$ cat src/rtl/tmr_pkg.sv
// Shared types, default parameters and helpers for the TMR fault manager.
// The saturating increment works on a 32-bit container; callers pass
// their real width so counters of up to 32 bits are supported.
package tmr_pkg;

   typedef enum logic [2:0] {
      IDLE,
      CONFIRM,
      RESYNC,
      CHECK,
      FATAL
   } tmr_fault_state_e;

   localparam int DEF_NUM_VOTERS     = 4;
   localparam int DEF_CONFIRM_CYCLES = 2;
   localparam int DEF_RESYNC_CYCLES  = 2;
   localparam int DEF_MAX_RETRIES    = 3;
   localparam int DEF_CNT_W          = 16;

   // Returns val + 1 unless val already holds the all-ones value of a
   // w-bit counter, in which case val is returned unchanged (no wrap).
   function automatic logic [31:0] sat_inc(input logic [31:0] val, input int w);
      logic [31:0] max_val;
      if (w >= 32) begin
         max_val = '1;
      end else begin
         max_val = (32'd1 << w) - 32'd1;
      end
      if (val >= max_val) begin
         return val;
      end else begin
         return val + 32'd1;
      end
   endfunction

endpackage

$ cat src/rtl/sat_counter.sv
// Saturating up-counter with synchronous clear; clear beats increment.
// Used for the fault-event count so it sticks at all-ones instead of
// wrapping back to a misleadingly small number.
module sat_counter
   import tmr_pkg::*;
#(
   parameter int W = 16
) (
   input  logic         clk,
   input  logic         rst_n,
   input  logic         inc,
   input  logic         clr,
   output logic [W-1:0] cnt
);

   // Counter register: reset and clear zero it, otherwise saturating increment
   always_ff @(posedge clk) begin
      if (!rst_n) begin
         cnt <= '0;
      end else if (clr) begin
         cnt <= '0;
      end else if (inc) begin
         cnt <= W'(sat_inc(32'(cnt), W));
      end
   end

endmodule

$ cat src/rtl/tmr_fault_manager.sv
// Supervisor for the err flags of a group of TMR majority voters.
// A disagreement must persist for CONFIRM_CYCLES before the replicas are
// reloaded with a resync_o pulse of RESYNC_CYCLES; a disagreement that
// survives MAX_RETRIES resyncs escalates to a sticky fatal flag.
// Optional build macro: TMR_FAULT_INJECT_EN adds inject_i, which is ORed
// into err_i ahead of all logic for on-silicon self-test.
module tmr_fault_manager
   import tmr_pkg::*;
#(
   parameter int NUM_VOTERS     = DEF_NUM_VOTERS,
   parameter int CONFIRM_CYCLES = DEF_CONFIRM_CYCLES,
   parameter int RESYNC_CYCLES  = DEF_RESYNC_CYCLES,
   parameter int MAX_RETRIES    = DEF_MAX_RETRIES,
   parameter int CNT_W          = DEF_CNT_W
) (
   input  logic                  clk,
   input  logic                  rst_n,
   input  logic [NUM_VOTERS-1:0] err_i,
`ifdef TMR_FAULT_INJECT_EN
   input  logic [NUM_VOTERS-1:0] inject_i,
`endif
   input  logic                  clear_i,
   output logic                  resync_o,
   output logic                  busy_o,
   output logic                  fatal_o,
   output logic [NUM_VOTERS-1:0] fault_vec_o,
   output logic [CNT_W-1:0]      fault_cnt_o
);

   localparam int CONF_W  = $clog2(CONFIRM_CYCLES + 1);
   localparam int RS_W    = $clog2(RESYNC_CYCLES + 1);
   localparam int RETRY_W = $clog2(MAX_RETRIES + 1);

   localparam logic [CONF_W-1:0]  CONF_LAST  = CONF_W'(CONFIRM_CYCLES - 1);
   localparam logic [RS_W-1:0]    RS_LAST    = RS_W'(RESYNC_CYCLES - 1);
   localparam logic [RETRY_W-1:0] RETRY_LAST = RETRY_W'(MAX_RETRIES - 1);

   tmr_fault_state_e      state_q, state_d;
   logic [CONF_W-1:0]     conf_q, conf_d;
   logic [RS_W-1:0]       rs_q, rs_d;
   logic [RETRY_W-1:0]    retry_q, retry_d;
   logic [NUM_VOTERS-1:0] err_eff;
   logic                  err_any;
   logic                  cnt_inc;

`ifdef TMR_FAULT_INJECT_EN
   assign err_eff = err_i | inject_i;
`else
   assign err_eff = err_i;
`endif

   assign err_any = |err_eff;

   // Next-state logic: confirm, resync, check and escalate sequence
   always_comb begin
      state_d = state_q;
      conf_d  = conf_q;
      rs_d    = rs_q;
      retry_d = retry_q;
      cnt_inc = 1'b0;
      case (state_q)
         IDLE: begin
            if (err_any && !clear_i) begin
               cnt_inc = 1'b1;
               conf_d  = CONF_W'(1);
               rs_d    = '0;
               if (CONFIRM_CYCLES == 1) begin
                  state_d = RESYNC;
               end else begin
                  state_d = CONFIRM;
               end
            end
         end
         CONFIRM: begin
            if (!err_any) begin
               state_d = IDLE;
               conf_d  = '0;
            end else if (conf_q == CONF_LAST) begin
               state_d = RESYNC;
               conf_d  = '0;
               rs_d    = '0;
            end else begin
               conf_d = conf_q + CONF_W'(1);
            end
         end
         RESYNC: begin
            if (rs_q == RS_LAST) begin
               state_d = CHECK;
               rs_d    = '0;
            end else begin
               rs_d = rs_q + RS_W'(1);
            end
         end
         CHECK: begin
            if (!err_any) begin
               state_d = IDLE;
               retry_d = '0;
            end else if (retry_q == RETRY_LAST) begin
               state_d = FATAL;
               retry_d = retry_q + RETRY_W'(1);
            end else begin
               state_d = RESYNC;
               retry_d = retry_q + RETRY_W'(1);
               rs_d    = '0;
            end
         end
         FATAL: begin
            if (clear_i) begin
               state_d = IDLE;
               retry_d = '0;
            end
         end
         default: begin
            state_d = IDLE;
            conf_d  = '0;
            rs_d    = '0;
            retry_d = '0;
         end
      endcase
   end

   // State and sequencing counters
   always_ff @(posedge clk) begin
      if (!rst_n) begin
         state_q <= IDLE;
         conf_q  <= '0;
         rs_q    <= '0;
         retry_q <= '0;
      end else begin
         state_q <= state_d;
         conf_q  <= conf_d;
         rs_q    <= rs_d;
         retry_q <= retry_d;
      end
   end

   // Status outputs are flopped from the next state so none of them sees a combinational input path
   always_ff @(posedge clk) begin
      if (!rst_n) begin
         resync_o <= 1'b0;
         busy_o   <= 1'b0;
         fatal_o  <= 1'b0;
      end else begin
         resync_o <= (state_d == RESYNC);
         busy_o   <= (state_d == CONFIRM) || (state_d == RESYNC) || (state_d == CHECK);
         fatal_o  <= (state_d == FATAL);
      end
   end

   // Sticky per-voter record; a clear request wins over new flags
   always_ff @(posedge clk) begin
      if (!rst_n) begin
         fault_vec_o <= '0;
      end else if (clear_i) begin
         fault_vec_o <= '0;
      end else begin
         fault_vec_o <= fault_vec_o | err_eff;
      end
   end

   sat_counter #(
      .W (CNT_W)
   ) u_fault_cnt (
      .clk   (clk),
      .rst_n (rst_n),
      .inc   (cnt_inc),
      .clr   (clear_i),
      .cnt   (fault_cnt_o)
   );

endmodule

$ cat config.mk
export PLATFORM = sky130hd
export DESIGN_NAME = tmr_fault_manager
export DESIGN_NICKNAME = d
export VERILOG_FILES = /design/src/rtl/tmr_pkg.sv /design/src/rtl/sat_counter.sv /design/src/rtl/tmr_fault_manager.sv
export SDC_FILE = /design/constraint.sdc
export NUM_CORES = 1
export LEC_CHECK = 0
export ABC_AREA = 0
export BUFFER_PORTS_ARGS = -buffer_cell sky130_fd_sc_hd__buf_4
export CORE_MARGIN = 1.5
export CORE_UTILIZATION = 35
export CTS_CLUSTER_DIAMETER = 200
export CTS_CLUSTER_SIZE = 30
export DETAILED_ROUTE_END_ITERATION = 10
export PLACE_DENSITY = 0.58
export SLEW_MARGIN = 0
export SYNTH_ARGS = -nofsm -noshare
export SYNTH_HDL_FRONTEND = slang
export SYNTH_SLANG_ARGS = --single-unit
$ cat constraint.sdc
create_clock -name clk -period 3.3 [get_ports clk]
set_clock_uncertainty 0.2 [all_clocks]
set_input_delay 0.66 -clock clk [delete_from_list [all_inputs] [get_ports clk]]
set_output_delay 0.66 -clock clk [all_outputs]
set_load 0.05 [all_outputs]
==> summary.txt, run 1 <==
Global route
  • Total GRT Usage: 0.161
  • Vias in the first global route: 1362
  • Total gr overflow: 0
  • Largest net degree at the start of global routing: 22
  • First-pass GRT wire length: 6.29 mm
  • Initial antenna violation count: 0

Synthesis
  • Complex-gate fraction of the synthesized area: 0.184
  • Synth Register Bits: 32
  • Synth cell types: 42
  • Mapped Area: 1530 um^2
  • Post-Synth Adder-Cell Area: 0.0164
  • Simple-Gate Fraction of Synth Area: 0.296
  • Xor-xnor portion of the synthesized cell area: 0
  • Syn Area/Cell: 8.53 um^2
  • Syn nets: 188
  • Synth Instances: 179
  • Post-synthesis mux area share: 0.0328
  • Dominant register cell in the synthesized netlist: dfxtp_1
  • Post-synth ARST share: 0
  • Largest family of logic cells by synthesized area: simple AND/OR/NAND/NOR gates
  • Sequential share of the synthesized area: 0.420
  • Post-synth EDFFs: 0
  • Yosys warning count: 0

Min path
  • Hold crit path type: flip-flop to flip-flop

Clock network
  • H-tree Lvls: 2
  • Maximum root-to-sink buffer count: 2
  • # resized after CTS: 0
  • CTS tree: yes
  • Reg clk slew, reported paths: 0.06 ns
  • CTS Sinks: 32
  • Clk Latency, worst-skew pair: 0.29 ns
  • Total CTS buffers: 5
  • Setup bufs post-CTS: 0
  • CTS root buffer: clkbuf_8
  • # hold bufs at CTS: 0

Setup path
  • CP Capture Type: flip-flop
  • Crit path max fanout: 21
  • Data arrival, critical path: 2.49 ns
  • Startpoint types: input port
  • Critical Path RT: 3.31 ns
  • Crit Path Class: input port to flip-flop

Placement
  • Port Buffers: 29
  • Cells after DPL: 249
  • GP Congestion: 0.762
  • Detail Placement HPWL: 2.54 mm
  • Pre-CTS setup slack: 0.517 ns
  • Placed inst area: 1770 um^2

Floorplan
  • Die W: 69.0 um
  • I/O Pins: 30
  • Core area: 4090 um^2
  • Initial core utilization: 0.374
  • Die Ht: 69.0 um
  • Num rows: 23
  • Die area: 4770 um^2

STA
  • Slew @ Worst Pin: 0.778 ns
  • Fmax: 404 MHz
  • Final cycle utilization of the critical path: 0.751
  • Final worst slack: 0.822 ns
  • Max-slew headroom: 0.481
  • Final hold vios: 0
  • Unrepaired setup endpoints after global routing: no
  • Final Slew Violations: 0
  • Fin Hold WS: 0.240 ns
  • Min Tclk post-route: 2.48 ns
  • Finish-stage setup viols: 0
  • Sum Neg Setup Slack: 0 ns

Final layout
  • Final nets: 215
  • Finished Cell Area: 1900 um^2
  • Filler cells: 405
  • Final core occ: 0.464
  • Fin cells: 257
  • Diodes inserted: 0
  • Layout area overhead: 24.3%
  • Layout cells sized above 1: 0.232

Route
  • Drt first pass iters: 4
  • WL per Instance: 14.1 um
  • Initial DRC count: 81
  • Total number of vias: 1444
  • WL final: 3.63 mm
  • Routed Antenna Nets: 0
  • DRC errors left: 0
  • Drt via density: 5.62

Pwr
  • VDD IR max: 0.343 mV
  • LEAKAGE: 0.691 nW
  • Pwr Total: 911 uW
  • Power per cell area: 480 nW/um^2

Run status
  • Status: complete, no violations

Flow run
  • Max-cap check violation count: 0
synth_stat cells, types with 2 or more instances:
master     n  area [um^2]
or3b_2     2         17.5
buf_2      2         10.0
or2_2      4         25.0
o31ai_1   10         75.1
o21ai_0    4         20.0
mux2i_1    5         50.1
nand2_1   14         52.6
nand2b_1   2         12.5
nand3_1    5         25.0
ha_1       2         25.0
or3_1      5         31.3
clkbuf_1   4         15.0
a21oi_1   18         90.1
and4_1     2         17.5
a211o_1    2         17.5
nor2_1    16         60.1
inv_1      5         18.8
and2_1     2         12.5
dfxtp_1   32          641
or4_1     11         82.6
nand4_1    5         31.3
buf_1      2         7.51
nor4_1     6         37.5
where the power goes:
| group | switching (mW) | leakage (nW) | internal [mW] | total (mW) |
|---|---|---|---|---|
| registers | 0.0103 | 0.260 | 0.397 | 0.407 |
| clock network | 0.147 | 0.0645 | 0.266 | 0.413 |
| logic | 0.0563 | 0.366 | 0.0344 | 0.0908 |
| total | 0.213 | 0.691 | 0.697 | 0.911 |
layout make-up:
type | instances | area, um^2 | area share
clock buffers | 7 | 96.3 | 0.0508
multi-input cells | 130 | 813 | 0.428
repair buffers | 31 | 233 | 0.123
clock inverters | 1 | 30.0 | 0.0158
inverters | 6 | 22.5 | 0.0119
well taps | 50 | 62.6 | 0.0330
flip-flops and latches | 32 | 641 | 0.338
kinds of logic (layout without fill, tap and decap cells):
family                   Yosys count  count (layout)
AO/OA/AOI/OAI                     43              43
adder cells (fa/ha/maj)            2               2
buffers and inverters             17              45
flip-flops                        32              32
multiplexers                       5               5
AND/OR/NAND/NOR                   80              80
worst max-delay path: stages:
cell and delay (ns):
buf_4 0.12, or3_4 0.33, or3_1 0.63, or4_1 0.59, a21oi_1 0.14
layer usage:
metal,vias to the layer above,track usage,part of all wire
met5,-,0,0
met4,0,0.0588,0.017
met3,9,0.0629,0.059
met2,34,0.240,0.44
met1,680,0.209,0.48
li1,721,-,-
registers in the layout, summed over array words and instances (netlist names):
| signal | flops |
|---|---|
| state_q | 3 |
| u_fault_cnt.cnt | 16 |
| rs_q | 2 |
| busy_o | 1 |
| fault_vec_o | 4 |
| fatal_o | 1 |
| retry_q | 2 |
| conf_q | 2 |
| resync_o | 1 |
placed cells by master, fill, tap and decap left out, types with 2 or more instances in the layout:
cell type and instances:
a211o_1 2, a21oi_1 18, and2_1 2, and4_1 2, buf_4 31, clkbuf_8 7
dfxtp_1 32, ha_1 2, inv_1 5, mux2i_1 5, nand2_1 14, nand2b_1 2
nand3_1 5, nand4_1 5, nor2_1 16, nor4_1 5, o21ai_0 4, o31ai_1 10
or2_2 4, or3_1 5, or3b_2 2, or4_1 11
final timing paths:
kind / cells after the start / startpoint / slack (ns) / to
max reg2reg: 4 / state_q[0] / 0.84 / u_fault_cnt.cnt[13]
min reg2reg: 2 / rs_q[1] / 0.24 / rs_q[1]
min: 2 / rs_q[1] / 0.24 / rs_q[1]
max: 5 / clear_i / 0.82 / u_fault_cnt.cnt[13]
No activity file was read; power rests on OpenSTA's default activity.
==> run 2: changes to the inputs <==
--- a/config.mk
+++ b/config.mk
@@ -12,7 +12,7 @@
 export CTS_CLUSTER_DIAMETER = 200
 export CTS_CLUSTER_SIZE = 30
 export DETAILED_ROUTE_END_ITERATION = 10
-export PLACE_DENSITY = 0.58
+export PLACE_DENSITY = 0.6
 export SLEW_MARGIN = 0
 export SYNTH_ARGS = -nofsm -noshare
 export SYNTH_HDL_FRONTEND = slang
==> constraint.sdc (replaced) <==
create_clock -name clk -period 2 [get_ports clk]
set_clock_uncertainty 0.2 [all_clocks]
set_input_delay 0.4 -clock clk [delete_from_list [all_inputs] [get_ports clk]]
set_output_delay 0.4 -clock clk [all_outputs]
set_load 0.05 [all_outputs]
==> run 2 against run 1 <==
  * The run now ends with setup timing left
  * Design area up 18%
  * Non-clock buffer count rose by 28
  * Die area unchanged
  * Total power grew 55%
  * Combinational power grew 120%
  * Sequential share of layout area fell by 3.2 points
  * First-iteration DRC count decreased by 4.9%
  * Sequential power is 60% higher
  * Critical path type is now flip-flop to flip-flop
  * Highest routed layer unchanged
==> summary.txt, run 2 (synthesis gave the netlist of run 1 again) <==
Setup path
  • Reg-to-reg startpoint: state_q[1]
  • Crit path max fanout: 7
  • Critical Path RT: 2.01 ns
  • CP Capture Type: flip-flop
  • R2R depth: 4
  • Data arrival, critical path: 2.04 ns
  • Register-to-register setup slack: -0.03 ns
  • Worst setup path endpoint: u_fault_cnt.cnt[2]
  • Reg-to-Reg End: u_fault_cnt.cnt[2]
  • Launch point of the worst path: state_q[1]
  • Startpoint types: flip-flop
  • Crit Path Class: flip-flop to flip-flop

Final layout
  • Largest regs: u_fault_cnt.cnt x16, fault_vec_o x4, state_q x3
  • Max reg flops: 16
  • Final nets: 244
  • Layout area overhead: 47.0%
  • Diodes inserted: 0
  • Layout cells sized above 1: 0.475
  • Top reg by flops: u_fault_cnt.cnt
  • Commonest non-fill, non-tap cell in the layout: buf_4
  • Most frequent cells in the layout: buf_4 (58), nor2_1 (16), dfxtp_1 (16)

STA
  • Finish-stage setup viols: 6
  • Final hold vios: 0
  • Final worst slack: -0.0304 ns
  • Final Slew Violations: 0
  • Max-slew headroom: 0.570
  • Unrepaired setup endpoints after global routing: yes
  • Sum Neg Setup Slack: -0.0841 ns
  • Final cycle utilization of the critical path: 1.02
  • Fin Hold WS: 0.140 ns
  • Slew @ Worst Pin: 0.629 ns
  • Fmax: 493 MHz
  • Min Tclk post-route: 2.03 ns

Clock network
  • CTS tree: yes
  • Total CTS buffers: 5
  • CTS Sinks: 32
  • Clk Latency, worst-skew pair: 0.28 ns
  • Reg clk slew, reported paths: 0.07 ns
  • CTS root buffer: clkbuf_8
  • Maximum root-to-sink buffer count: 2
  • H-tree Lvls: 2
  • # hold bufs at CTS: 0

Flow run
  • Max-cap check violation count: 0

Global route
  • Initial antenna violation count: 0
  • Total GRT Usage: 0.176
  • Vias in the first global route: 1493
  • Routing usage on met3: 0.0526
  • Gr busiest metal: met2
  • Total gr overflow: 0
  • First-pass GRT wire length: 6.85 mm
  • Largest net degree at the start of global routing: 20
  • M2 GR Usage: 0.274
  • Met1 GRT Util: 0.228

Pwr
  • LEAKAGE: 0.844 nW
  • Pwr Total: 1.41 mW
  • VDD IR max: 0.501 mV
  • Power per cell area: 627 nW/um^2

Floorplan
  • Die W: 69.0 um
  • Die area: 4770 um^2
  • Num rows: 23
  • I/O Pins: 30
  • Initial core utilization: 0.374
  • Die Ht: 69.0 um
  • Core area: 4090 um^2

Route
  • WL per Instance: 14.6 um
  • Drt via density: 5.51
  • Routed Antenna Nets: 0
  • Initial DRC count: 77
  • WL final: 4.17 mm
  • Drt first pass iters: 4
  • DRC errors left: 0
  • Total number of vias: 1575

Placement
  • Detail Placement HPWL: 2.96 mm
  • Port Buffers: 29
  • GP Congestion: 0.748

Min path
  • Hold crit path type: input port to flip-flop
  • Hold Crit Depth: 3

Run status
  • Status: finished, violations left
  • Failing checks: setup timing
## run 2: cell types whose count changed in the layout (fill, tap and decap cells not counted), sizes merged
cell,delta
buf,+28
bufinv,-1
clkinv,+1
or3,+1
## run 2: report_power, final
group,leakage (nW),switching [mW],internal (mW)
registers,0.271,0.00971,0.642
clock network,0.0534,0.237,0.319
logic,0.520,0.112,0.0879
total,0.844,0.359,1.05
## run 2: worst min path at each step
stage,to,from,slack [ns]
finish,fault_vec_o[1],err_i[1],0.14
global route,fault_vec_o[1],err_i[1],0.15
CTS,fault_vec_o[1],err_i[1],0.14
detailed placement,rs_q[1],rs_q[1],0.24
global placement,rs_q[1],rs_q[1],0.22
floorplan,rs_q[1],rs_q[1],0.21
## run 2: worst max-delay path, cell delays in order (launching register included)
cell and delay (ns):
dfxtp_1 0.31, or3_4 0.39, or3_4 0.44, or4_1 0.48, a21oi_1 0.14
## run 2: cell type report
cell class | count | area [um^2]
fillers | 382 | 1840
well taps | 50 | 62.6
flip-flops and latches | 32 | 686
repair buffers | 59 | 447
clock buffers | 7 | 97.6
inverters | 6 | 22.5
multi-input cells | 131 | 925
clock inverters | 1 | 5.00
## run 2: metal layers
layer	vias to the layer above	wire length [um]
li1	779	-
met1	749	1920
met2	40	2000
met3	7	176
met4	0	63
met5	-	0
## run 2: repair_timing
action | 4_1_cts | 5_1_grt
resized for setup | 5 | 15
pin swaps | 3 | 3
setup buffers | 1 | 0
setup endpoints to repair | 10 | 17
gates cloned | 0 | 1
## run 2: stage by stage
step / util / area, um^2 / worst slack [ns] / std cells
3_5_place_dp: 0.498 / 2040 / -0.311 / 276
2_1_floorplan: - / 1620 / -0.142 / 179
6_report: 0.549 / 2240 / -0.0304 / 286
3_3_place_gp: 0.498 / 2040 / -0.228 / 276
5_1_grt: 0.549 / 2240 / -0.0772 / 286
4_1_cts: 0.530 / 2170 / -0.0158 / 285
